`src/rtl/mux_channel_sequencer.sv`:
```
// mux_channel_sequencer
//   Control stage in front of a quad 2-to-1 mux. Holds two channel registers (A, B) and
//   generates the mux select S and disable E. Every select change is wrapped in GAP
//   blanking cycles (E=1), so the mux output never switches between channels while enabled.
//
// Ports
//   clk     rising-edge clock
//   rst     synchronous, active-high reset
//   din     load data for the channel registers
//   load_a  capture din into A on this edge
//   load_b  capture din into B on this edge
//   mode    00 show A, 01 show B, 10 alternate A/B every DWELL cycles, 11 off
//   A, B    channel registers (drive mux A/B)
//   S       mux select (0 = A, 1 = B)
//   E       mux disable (1 = output forced low)
//   swap    one-cycle pulse on the cycle S takes a new value
module mux_channel_sequencer #(
  parameter int unsigned WIDTH = 4,
  parameter int unsigned DWELL = 8,
  parameter int unsigned GAP   = 1
) (
  input  logic             clk,
  input  logic             rst,
  input  logic [WIDTH-1:0] din,
  input  logic             load_a,
  input  logic             load_b,
  input  logic [1:0]       mode,
  output logic [WIDTH-1:0] A,
  output logic [WIDTH-1:0] B,
  output logic             S,
  output logic             E,
  output logic             swap
);

  localparam int unsigned CntMax = (DWELL > GAP) ? DWELL : GAP;
  localparam int unsigned CntW   = $clog2(CntMax) + 1;

  localparam logic [CntW-1:0] GapLast   = CntW'(GAP - 1);
  localparam logic [CntW-1:0] DwellLast = CntW'(DWELL - 1);
  localparam logic [CntW-1:0] CntOne    = CntW'(1);

  localparam logic [1:0] ModeA   = 2'b00;
  localparam logic [1:0] ModeB   = 2'b01;
  localparam logic [1:0] ModeAlt = 2'b10;
  localparam logic [1:0] ModeOff = 2'b11;

  typedef enum logic {StBlank, StShow} state_e;

  state_e           state_q, state_d;
  logic [CntW-1:0]  cnt_q, cnt_d;
  logic [1:0]       mode_q, mode_d;
  logic [WIDTH-1:0] a_q, a_d;
  logic [WIDTH-1:0] b_q, b_d;
  logic             s_q, s_d;
  logic             e_q, e_d;
  logic             swap_q, swap_d;
  logic             mode_chg;

  always_comb begin
    a_d      = load_a ? din : a_q;
    b_d      = load_b ? din : b_q;
    mode_d   = mode;
    state_d  = state_q;
    cnt_d    = cnt_q;
    s_d      = s_q;
    mode_chg = (mode != mode_q);

    if (mode == ModeOff) begin
      // Off parks in BLANK with the counter cleared; S is left where it was.
      state_d = StBlank;
      cnt_d   = '0;
    end else if (mode_chg) begin
      // Any mode change (in either state) restarts a full gap; fixed modes retarget S
      // here, while the mux is already blanked.
      state_d = StBlank;
      cnt_d   = '0;
      if (mode == ModeA) begin
        s_d = 1'b0;
      end else if (mode == ModeB) begin
        s_d = 1'b1;
      end
    end else if (state_q == StBlank) begin
      if (cnt_q == GapLast) begin
        state_d = StShow;
        cnt_d   = '0;
      end else begin
        cnt_d = cnt_q + CntOne;
      end
    end else if (mode == ModeAlt) begin
      if (cnt_q == DwellLast) begin
        state_d = StBlank;
        cnt_d   = '0;
        s_d     = ~s_q;
      end else begin
        cnt_d = cnt_q + CntOne;
      end
    end else begin
      cnt_d = '0;
    end

    e_d    = (state_d == StBlank);
    swap_d = s_d ^ s_q;
  end

  always_ff @(posedge clk) begin
    if (rst) begin
      state_q <= StBlank;
      cnt_q   <= '0;
      mode_q  <= ModeA;
      a_q     <= '0;
      b_q     <= '0;
      s_q     <= 1'b0;
      e_q     <= 1'b1;
      swap_q  <= 1'b0;
    end else begin
      state_q <= state_d;
      cnt_q   <= cnt_d;
      mode_q  <= mode_d;
      a_q     <= a_d;
      b_q     <= b_d;
      s_q     <= s_d;
      e_q     <= e_d;
      swap_q  <= swap_d;
    end
  end

  assign A    = a_q;
  assign B    = b_q;
  assign S    = s_q;
  assign E    = e_q;
  assign swap = swap_q;

endmodule

```
`config.mk`:
```
export PLATFORM = sky130hd
export DESIGN_NAME = mux_channel_sequencer
export DESIGN_NICKNAME = d
export VERILOG_FILES = /design/src/rtl/mux_channel_sequencer.sv
export SDC_FILE = /design/constraint.sdc
export NUM_CORES = 1
export LEC_CHECK = 0
export CAP_MARGIN = 10
export CORE_UTILIZATION = 41
export DETAILED_ROUTE_END_ITERATION = 6
export PLACE_DENSITY = 0.75
export SETUP_SLACK_MARGIN = 0.15
export SLEW_MARGIN = 20
export SYNTH_ARGS = -nofsm -noshare
export SYNTH_HDL_FRONTEND = slang
export SYNTH_SLANG_ARGS = --single-unit
```
`constraint.sdc`:
```
create_clock -name clk -period 1.4 [get_ports clk]
set_clock_uncertainty 0.15 [all_clocks]
set_input_delay 0.28 -clock clk [delete_from_list [all_inputs] [get_ports clk]]
set_output_delay 0.28 -clock clk [all_outputs]
set_load 0.005 [all_outputs]
```
==> implementation parameters <==
Parameter                              Value

Run status
  Status ... complete, but fails checks
  Failing checks ... setup timing

Synth
  Post-Syn Area per Cell ... 9.60 sq um
  Instance count of the mapped netlist ... 79
  Syn. warnings ... 0
  Flop and latch count out of synthesis ... 18
  Sequential element share of the synthesized area ... 0.475
  Number of distinct library cell variants in the gate-level netlist after synthesis ... 22
  Synth Net Count ... 91
  Total standard cell area after synthesis ... 758 sq um

Power
  Power density cells ... 931 mW/mm^2
  Largest vdd supply drop ... 0.000559 V
  Internal Power ... 0.000792 W
  Leakage ... 0.488 nW
  Psw ... 0.000247 W
  Comb power frac ... 0.162
  Sw frac ... 0.238
  Share of power burned in the clock network ... 0.308
  Relative contribution of sequential cells to total power ... 0.531

Global route
  Maximum number of pins on one net before global-route repair ... 14
  Wire length of the first global-routing pass ... 2790 um
  Antenna violations before repair ... 0
  Vias in the first global route ... 662
  All-Layer GR Usage ... 0.194
  Overflow left after global routing ... 0

Floorplan
  Number of ports placed on the die boundary ... 21
  Die outline area ... 0.00203 sq mm
  Die outline width ... 45.0 um
  Height of the die ... 45.0 um
  Number of standard-cell rows in the floorplan ... 15
  Initial core utilization ... 0.439
  Placeable core region ... 0.00173 sq mm

Clocking
  Longest Clk Path Bufs ... 2
  TritonCTS Sinks ... 18
  CTS clock-pin slew for the worst setup and hold paths ... 0.11 ns
  Number of levels in the clock H-tree ... 1
  CTS Buf Count ... 3
  Clock latency on the worst-skew pair ... 0.29 ns
  Cell chosen for the clock root ... clkbuf_4
  Hold buffers post-CTS ... 0
  CTS tree ... yes

Worst setup path
  Slowest cell on crit path ... dfxtp_2
  Worst r2r path cells ... 3
  Cell breakdown of the critical path ... or3_1 -> o22a_1 -> or3_4
  Setup slack of the worst register-to-register path ... -0.07 ns
  R2r startpoint ... mode_q[0]
  Arrival @ worst endpoint ... 1.50 ns
  Worst reg2reg endpoint ... E
  Kind of critical path ... reg2reg
  Peak per-stage delay on the critical path ... 0.34 ns
  CP endpoint kind ... flop
  CP Max Fanout ... 3
  Startpoint kind of the worst setup timing path ... flop
  Data required time of the worst path ... 1.42 ns

Timing
  Unrepaired setup endpoints after global routing ... true
  Final Hold Vio Count ... 0
  Final-report max-slew violation count ... 0
  Transition at the pin with the smallest max-transition slack ... 0.267 ns
  Final Critical Period ... 1.47 ns
  Max frequency ... 679 MHz
  Slack of the critical path ... -0.0733 ns
  Relative slew margins ... 0.821
  Number of failing setup endpoints in the final timing report ... 2
  Final worst-path cycle share ... 1.05

Placed design
  Worst slack after detailed placement ... -0.516 ns
  Area after detailed placement ... 0.00105 sq mm
  Final Wtd Congestion ... 0.846
  Placed cells ... 130
  HPWL after detailed placement ... 1140 um
  # port buffers ... 20

Detailed routing
  Antenna Violating Nets Remaining ... 0
  DRC violations left ... 0
  Total wire length ... 1780 um
  Average routed wire per standard cell ... 12.9 um
  Drt via density ... 4.99
  Via count ... 689
  Initial DRC Count ... 12
  Count of TritonRoute iterations in the first routing pass ... 4

Hold path
  Startpoint of the most critical hold path ... cnt_q[0]
  Worst hold path endpoint ... cnt_q[0]
  Type of the worst min-delay path ... reg2reg
  Number of instances on the worst hold path ... 1

Finish
  Final std cells w/o fill ... 138
  Diode count ... 0
  Number of nets in the finished design ... 126
  Ratio of cells with drive above 1 in the final layout ... 0.434
  Post-route cell area ... 0.00112 sq mm
  Area growth, synth to finish ... 47.2%
  Fill cell instance count of the final layout ... 152

Job
  Max Cap Viol ... 0
[worst max-delay path, delay by kind of cell, from the launching register on]
kind / cells / cell delay, ns
flip-flops: 1 / 0.34
AO/OA/AOI/OAI: 1 / 0.20
AND/OR/NAND/NOR: 2 / 0.68
[how the worst max path moves through the flow]
stage,startpoint,to,depth (start not counted)
final,mode_q[0],E,3
after global routing,mode_q[0],E,3
after CTS,mode_q[0],E,3
after detailed placement,mode[0],E,4
after global placement,mode[0],E,4
after floorplan,mode[0],E,3
[routing by layer]
metal	wire (um)	GRT usage	up-vias
met1	740	0.209	335
met4	34	0.0970	0
met5	0	0	-
li1	-	-	333
met2	912	0.348	17
met3	94	0.0480	4
[cell usage in the layout, fill, tap and decap left out]
cell type	count
a211o_1	1
nor3_1	1
ha_1	2
clkdlybuf4s15_2	1
nor2_4	2
o21bai_2	1
buf_4	12
inv_1	3
nand3b_1	3
o22a_1	1
clkdlybuf4s50_1	6
buf_6	1
clkbuf_2	2
or3_1	1
dlygate4sd2_1	3
nand3_1	1
o21bai_1	1
dfxtp_1	7
a21oi_1	2
clkbuf_8	1
o31ai_1	1
clkbuf_4	3
inv_2	1
dfxtp_2	11
mux2i_1	8
nor3b_1	1
nand4bb_1	1
a21oi_2	2
xnor2_1	3
or3_4	1
xor2_1	1
nor3b_2	1
nor2_1	11
nor2_2	1
nor3_2	1
nor2b_1	6
buf_2	8
[kinds of logic after synthesis]
kind of cell / after synthesis / share of synthesized area
adders and majority gates: 2 / 0.0330
buffers and inverters: 7 / 0.0346
xor gates and xnor gates: 4 / 0.0462
muxes: 8 / 0.106
and+or+nand+nor: 31 / 0.226
AOI/OAI and AO/OA: 9 / 0.0792
DFF: 18 / 0.475
[cell type report]
type                            count  area (sq um)  share of cell area
Inverter                            4          15.0              0.0135
Multi-Input combinational cell     54           410               0.368
Timing Repair Buffer               33           249               0.223
Tap cell                           25          31.3              0.0280
Clock buffer                        4          36.3              0.0325
Sequential cell                    18           374               0.335
[repair_timing]
action / 4_1_cts / 5_1_grt
pin swaps: 3 / 3
setup buffers: 4 / 0
cloned: 0 / 0
resized for setup: 53 / 10
endpoints found under the setup margin: 19 / 11
[per-stage QoR]
stage / hold WS (ns) / total power (W) / util / TNS, ns
final: 0.286 / 0.00104 / 0.646 / -0.126
after global routing: 0.301 / 0.00108 / 0.646 / -0.381
after CTS: 0.325 / 0.00103 / 0.636 / -0.107
after detailed placement: 0.301 / 0.000724 / 0.607 / -3.58
after global placement: 0.297 / 0.000720 / 0.607 / -3.43
after floorplan: 0.202 / 0.000626 / - / -0.0200
[cell usage after synthesis, drive strengths merged]
cell / n / area [sq um]
nand4bb: 1 / 11.3
nor3: 2 / 10.0
o31ai: 1 / 7.51
xor2: 1 / 8.76
ha: 2 / 25.0
nand3: 1 / 5.00
clkbuf: 3 / 11.3
nor3b: 2 / 15.0
nor2b: 6 / 37.5
nand3b: 3 / 22.5
a211o: 1 / 8.76
dfxtp: 18 / 360
nor2: 14 / 52.6
or3: 2 / 17.5
mux2i: 8 / 80.1
o21bai: 2 / 15.0
inv: 4 / 15.0
o22a: 1 / 8.76
xnor2: 3 / 26.3
a21oi: 4 / 20.0
[registers in the layout, summed over array words and instances, names as in the netlist]
signal   flops
A            4
B            4
cnt_q        4
mode_q       2
E            1
S            1
state_q      1
swap         1
[power by group through the flow]
| stage | registers [W] | clock network [W] | logic, W |
|---|---|---|---|
| 4_1_cts | 0.000551 | 0.000321 | 0.000157 |
| 3_5_place_dp | 0.000561 | 0 | 0.000163 |
| 2_1_floorplan | 0.000565 | 0 | 0.0000611 |
| 5_1_grt | 0.000554 | 0.000344 | 0.000181 |
| 3_3_place_gp | 0.000560 | 0 | 0.000160 |
| 6_report | 0.000552 | 0.000320 | 0.000168 |
Power figures use the tool's default switching activity.
==> variant 1, RTL diff (same settings) <==
`WIDTH`: 4 -> 5.
--- a/src/rtl/mux_channel_sequencer.sv
+++ b/src/rtl/mux_channel_sequencer.sv
@@ -15,7 +15,7 @@
 //   E       mux disable (1 = output forced low)
 //   swap    one-cycle pulse on the cycle S takes a new value
 module mux_channel_sequencer #(
-  parameter int unsigned WIDTH = 4,
+  parameter int unsigned WIDTH = 5,
   parameter int unsigned DWELL = 8,
   parameter int unsigned GAP   = 1
 ) (
Interface: changed (resized A, B and din); port bits go from 21 to 24. The function was not compared with the original's and may differ.
==> variant 1 against the unedited design <==
- the flow still finishes with violations (negative setup slack)
- worst hold slack better by 55 ps
- final cell count rose by 17%
- cell area up 18%
- routed wire length grew 11%
- sequential cell count grew 2
- clock power is 3% higher
- power up 8.2%
- area after synthesis rose by 16%
- first-iteration DRC count down 25%
- largest cell class unchanged
- setup slack worse by 53 ps
- count of clock-buffer cells in the layout stayed put
- largest power group unchanged
==> variant 1: results (changes against the unedited design) <==
grt_pass1_vias: 721  # +8.9%
pwr-share-seq_pct: 54.4  # +1.3 points
leakagePower_nw: 0.6082  # +25%
ys_seq_area_share_pct: 45.45  # -2.1 points
outcome: "finished with violations"
port_buffers: 23  # +15%
drt_wl_total_um: 1981  # +11%
synth_warnings: 0  # unchanged
pg_clk_mw: 0.329  # +3%
grt_usage_pct: 18.18  # -1.2 points
grt_max_degree: 13  # -1
violations: "negative setup slack"
arrival_ps: 1570  # +70 ps
hold_start: "B[3]"
gp_congestion: 0.7757  # -8.3%
setup_ws_ps: -126.6  # -53.33 ps
dr.first_iter.drc_count: 9  # -3
slowest_stage: "dfxtp_4"
cts_resized: 65  # +23%
n_antenna_cell: 0  # unchanged
synth_cell_types: 29  # +32%
setup-violations-final: 4  # +2
p_int_mw: 0.8640  # +9.0%
synth_area_leaders: "dfxtp_1 (45%), mux2i_1 (11%), nor2_1 (7.7%)"
nNetsFinal: 148  # +17%
grt_pass1_wl_um: 3194  # +14%
avgSynthCellArea_um2: 9.897  # +3.1%
hold_depth: 2  # +1
drive_above_1_share_pct: 49.25  # +5.9 points
ir_drop_uv: 620.7  # +11%
synthesis.nets: 102  # +12%
synthTopCellsByCount: "dfxtp_1 (20), nor2_1 (18), mux2i_1 (10)"
hold-path-endpoint: "B[3]"
dp_hpwl_um: 1393  # +22%
max_stage_delay_ps: 370  # +30 ps
dr.pass1.iters: 2  # -2
startpoint: "cnt_q[1]"
place_ws_ps: -566.2  # -49.87 ps
cts_setup_buffers: 3  # -1
vias: 762  # +11%
r2r_cells: 5  # +2
slew_headroom_pct: 84.51  # +2.4 points
power_density_nw_per_um2: 850.7  # -8.7%
variant 1: cell type report:
cell class | instances | area, um2
clock buffers | 4 | 36.28
fillers | 149 | 659.4
inverters | 4 | 15.01
multi-input cells | 60 | 481.7
flip-flops and latches | 20 | 420.4
well taps | 27 | 33.78
repair buffers | 46 | 335.3
variant 1: tightest hold or removal path: cells and delay by family (launching register included):
kind / cells / cell delay [ps]
DFF: 1 / 340
muxes: 1 / 60
and+or+nand+nor: 1 / 70
variant 1: cells by family after synthesis:
logic type,count (synthesis),synth area share (%)
DFF,20,45.45
muxes,10,11.36
adders and majority gates,2,2.840
and+or+nand+nor,35,21.87
xor gates and xnor gates,5,5.825
buffers and inverters,9,5.113
AOI/OAI and AO/OA,8,7.528
variant 1: worst max-delay path by stage:
stage | slack (ps) | cells after the start | endpoint
finish | -130 | 5 | E
global route | -170 | 5 | E
CTS | -60 | 6 | cnt_q[0]
detailed placement | -570 | 5 | E
global placement | -520 | 5 | E
floorplan | -80 | 5 | E
variant 1: through the flow:
step,TNS (ps),area (um2),std cells,hold slack (ps)
6_report,-333.9,1323,161,340.6
5_1_grt,-836.3,1323,161,384.5
4_1_cts,-335.8,1279,159,347.2
3_5_place_dp,-3555,1272,152,336.3
3_3_place_gp,-3167,1272,152,323.3
2_1_floorplan,-77.57,903.4,89,199.1
variant 1: routing by layer:
| metal | share of wire, % | vias up | global-route usage [%] |
|---|---|---|---|
| met5 | 0 | - | 0 |
| met4 | 2.1 | 0 | 10.29 |
| met3 | 4.4 | 4 | 4.403 |
| met2 | 51 | 18 | 30.99 |
| met1 | 43 | 351 | 20.75 |
| li1 | - | 389 | - |
==> variant 2, RTL diff (same flow settings) <==
Without the edit above. Put one more register stage on the output `S`, with the module's reset. The value now appears one clock later. The other outputs are not delayed to match. Comments in the files are not updated.
--- a/src/rtl/mux_channel_sequencer.sv
+++ b/src/rtl/mux_channel_sequencer.sv
@@ -126,7 +126,13 @@
 
   assign A    = a_q;
   assign B    = b_q;
-  assign S    = s_q;
+  always_ff @(posedge clk) begin
+    if (rst) begin
+      S <= '0;
+    end else begin
+      S <= s_q;
+    end
+  end
   assign E    = e_q;
   assign swap = swap_q;
 
Check against the original RTL: not equivalent (Yosys sat finds a counterexample within 4 cycles, from zero or initial values and one cycle with rst high).
==> variant 2 against the unedited design <==
- the run still ends with negative setup slack left
- area after synthesis increased by 5.9%
- routed wire length decreased by 6.8%
- final cell count decreased by 2.9%
- count of clock-buffer cells in the layout decreased by 1
- setup slack got worse by 22 ps
- cell area increased by 4.1%
- sequential cell count increased by 1
- power decreased by 2.5%
- critical path type unchanged
==> variant 2: results (changes against the unedited design) <==
grt_pass1_wl_um: 2428  # -13%
wl_met1_um: 710  # -4.1%
ys_async_sr_fraction_pct: 0  # unchanged
synth_warnings: 0  # unchanged
highest_layer: "met4"
violations: "negative setup slack"
synth_area_leaders: "dfxtp_1 (47%), mux2i_1 (10%), nor2_1 (6.5%)"
slowest_stage: "dfxtp_2"
instances_no_fill: 134  # -2.9%
hold_start: "B[2]"
ir_drop_uv: 477.2  # -15%
reg2reg_from: "cnt_q[1]"
antenna_found_initial: 0  # unchanged
r2r_cells: 6  # +3
dr.pass1.iters: 3  # -1
path_clk_slew_ps: 110  # about the same
dp_hpwl_um: 1176  # +2.9%
vias: 656  # -4.8%
synth_cell_types: 27  # +23%
pwr-share-seq_pct: 58.2  # +5.1 points
clkLatencyLatePin_ps: 280
placed_area_um2: 1097  # +4.8%
dr.first_iter.drc_count: 5  # -7
ys_seq_area_share_pct: 47.35  # -0.17 points
route.met3.wl_um: 64  # -32%
hold_depth: 2  # +1
outcome: "finished with violations"
leakagePower_nw: 0.4933  # +1.1%
arrival_ps: 1540  # +40 ps
swShare_pct: 24.49  # +0.73 points
grt_usage_pct: 16.36  # -3.0 points
power_density_nw_per_um2: 872.4  # -6.3%
numCtsBuffers: 3  # unchanged
synthesis.nets: 90  # -1.1%
cp_max_fo: 3  # unchanged
drt-wirelength-per-cell_um: 12.39  # -4.1%
grt_max_degree: 12  # -2
finalSetupTns_ps: -352.2  # -226.3 ps
cts_root_buf: "clkbuf_4"
critPathTopFamily: "simple AND/OR/NAND/NOR gates"
netlist_instances: 78  # -1.3%
dr_wl_met2_um: 851  # -6.7%
setup-violations-final: 6  # +4
slew_headroom_pct: 75.73  # -6.3 points
synthFlopType: "dfxtp_1"
grt_pass1_vias: 584  # -12%
hold-path-endpoint: "B[2]"
synthTopCellsByCount: "dfxtp_1 (19), nor2_1 (14), mux2i_1 (8)"
combPwrFrac_pct: 15.5  # -0.7 points
hold_ws_ps: 350.7  # +64.82 ps
port_buffers: 20  # unchanged
max_stage_delay_ps: 370  # +30 ps
drive_above_1_share_pct: 47.71  # +4.3 points
setup_ws_ps: -94.89  # -21.63 ps
min_path_type: "reg2reg"
place_ws_ps: -439.6  # +76.74 ps
nNetsFinal: 122  # -3.2%
r2r-end: "state_q"
gp_congestion: 0.7586  # -10%
-- variant 2: changes by cell type after synthesis, moves of 2 or more --
cell / delta
o21bai_1: -2
a21oi_1: -4
and3b_1: +2
nor2b_1: -3
nor3_1: -2
-- variant 2: cells by family (layout without fill, tap and decap cells) --
group           Yosys count  after routing  share of synthesized area (%)
xor+xnor                  4              4                          4.362
buf+inv                   5             36                          2.337
flops                    19             19                          47.35
simple gates             32             32                          22.90
fa+ha+maj                 2              2                          3.115
compound gates            8              8                          9.969
mux                       8              8                          9.969
-- variant 2: what timing repair did --
| action | CTS | global route |
|---|---|---|
| setup buffers | 3 | 0 |
| hold buffers | 0 | 0 |
| gates resized for setup | 53 | 11 |
| endpoints found under the hold margin | 0 | 0 |
| endpoints found under the setup margin | 19 | 11 |
| pin swaps | 3 | 5 |
-- variant 2: routing by layer --
layer,track usage [%],vias up
met5,0,-
met4,8.824,0
met3,3.922,4
met2,28.45,12
met1,18.10,308
li1,-,332
-- variant 2: how the worst max path moves through the flow --
| stage | start | endpoint | depth (start not counted) |
|---|---|---|---|
| 3_5_place_dp | mode[1] | state_q | 5 |
| 2_1_floorplan | cnt_q[0] | cnt_q[2] | 5 |
| 4_1_cts | cnt_q[0] | cnt_q[2] | 5 |
| 5_1_grt | cnt_q[0] | s_q | 6 |
| 6_report | cnt_q[1] | state_q | 6 |
| 3_3_place_gp | mode[1] | cnt_q[2] | 4 |
-- variant 2: final cells by class --
cell class | count | area [um2]
inverters | 2 | 7.507
multi-input cells | 54 | 480.5
clock buffers | 3 | 22.52
clock inverters | 1 | 5.005
repair buffers | 30 | 221.5
well taps | 25 | 31.28
flip-flops and latches | 19 | 394.1
fillers | 145 | 620.6
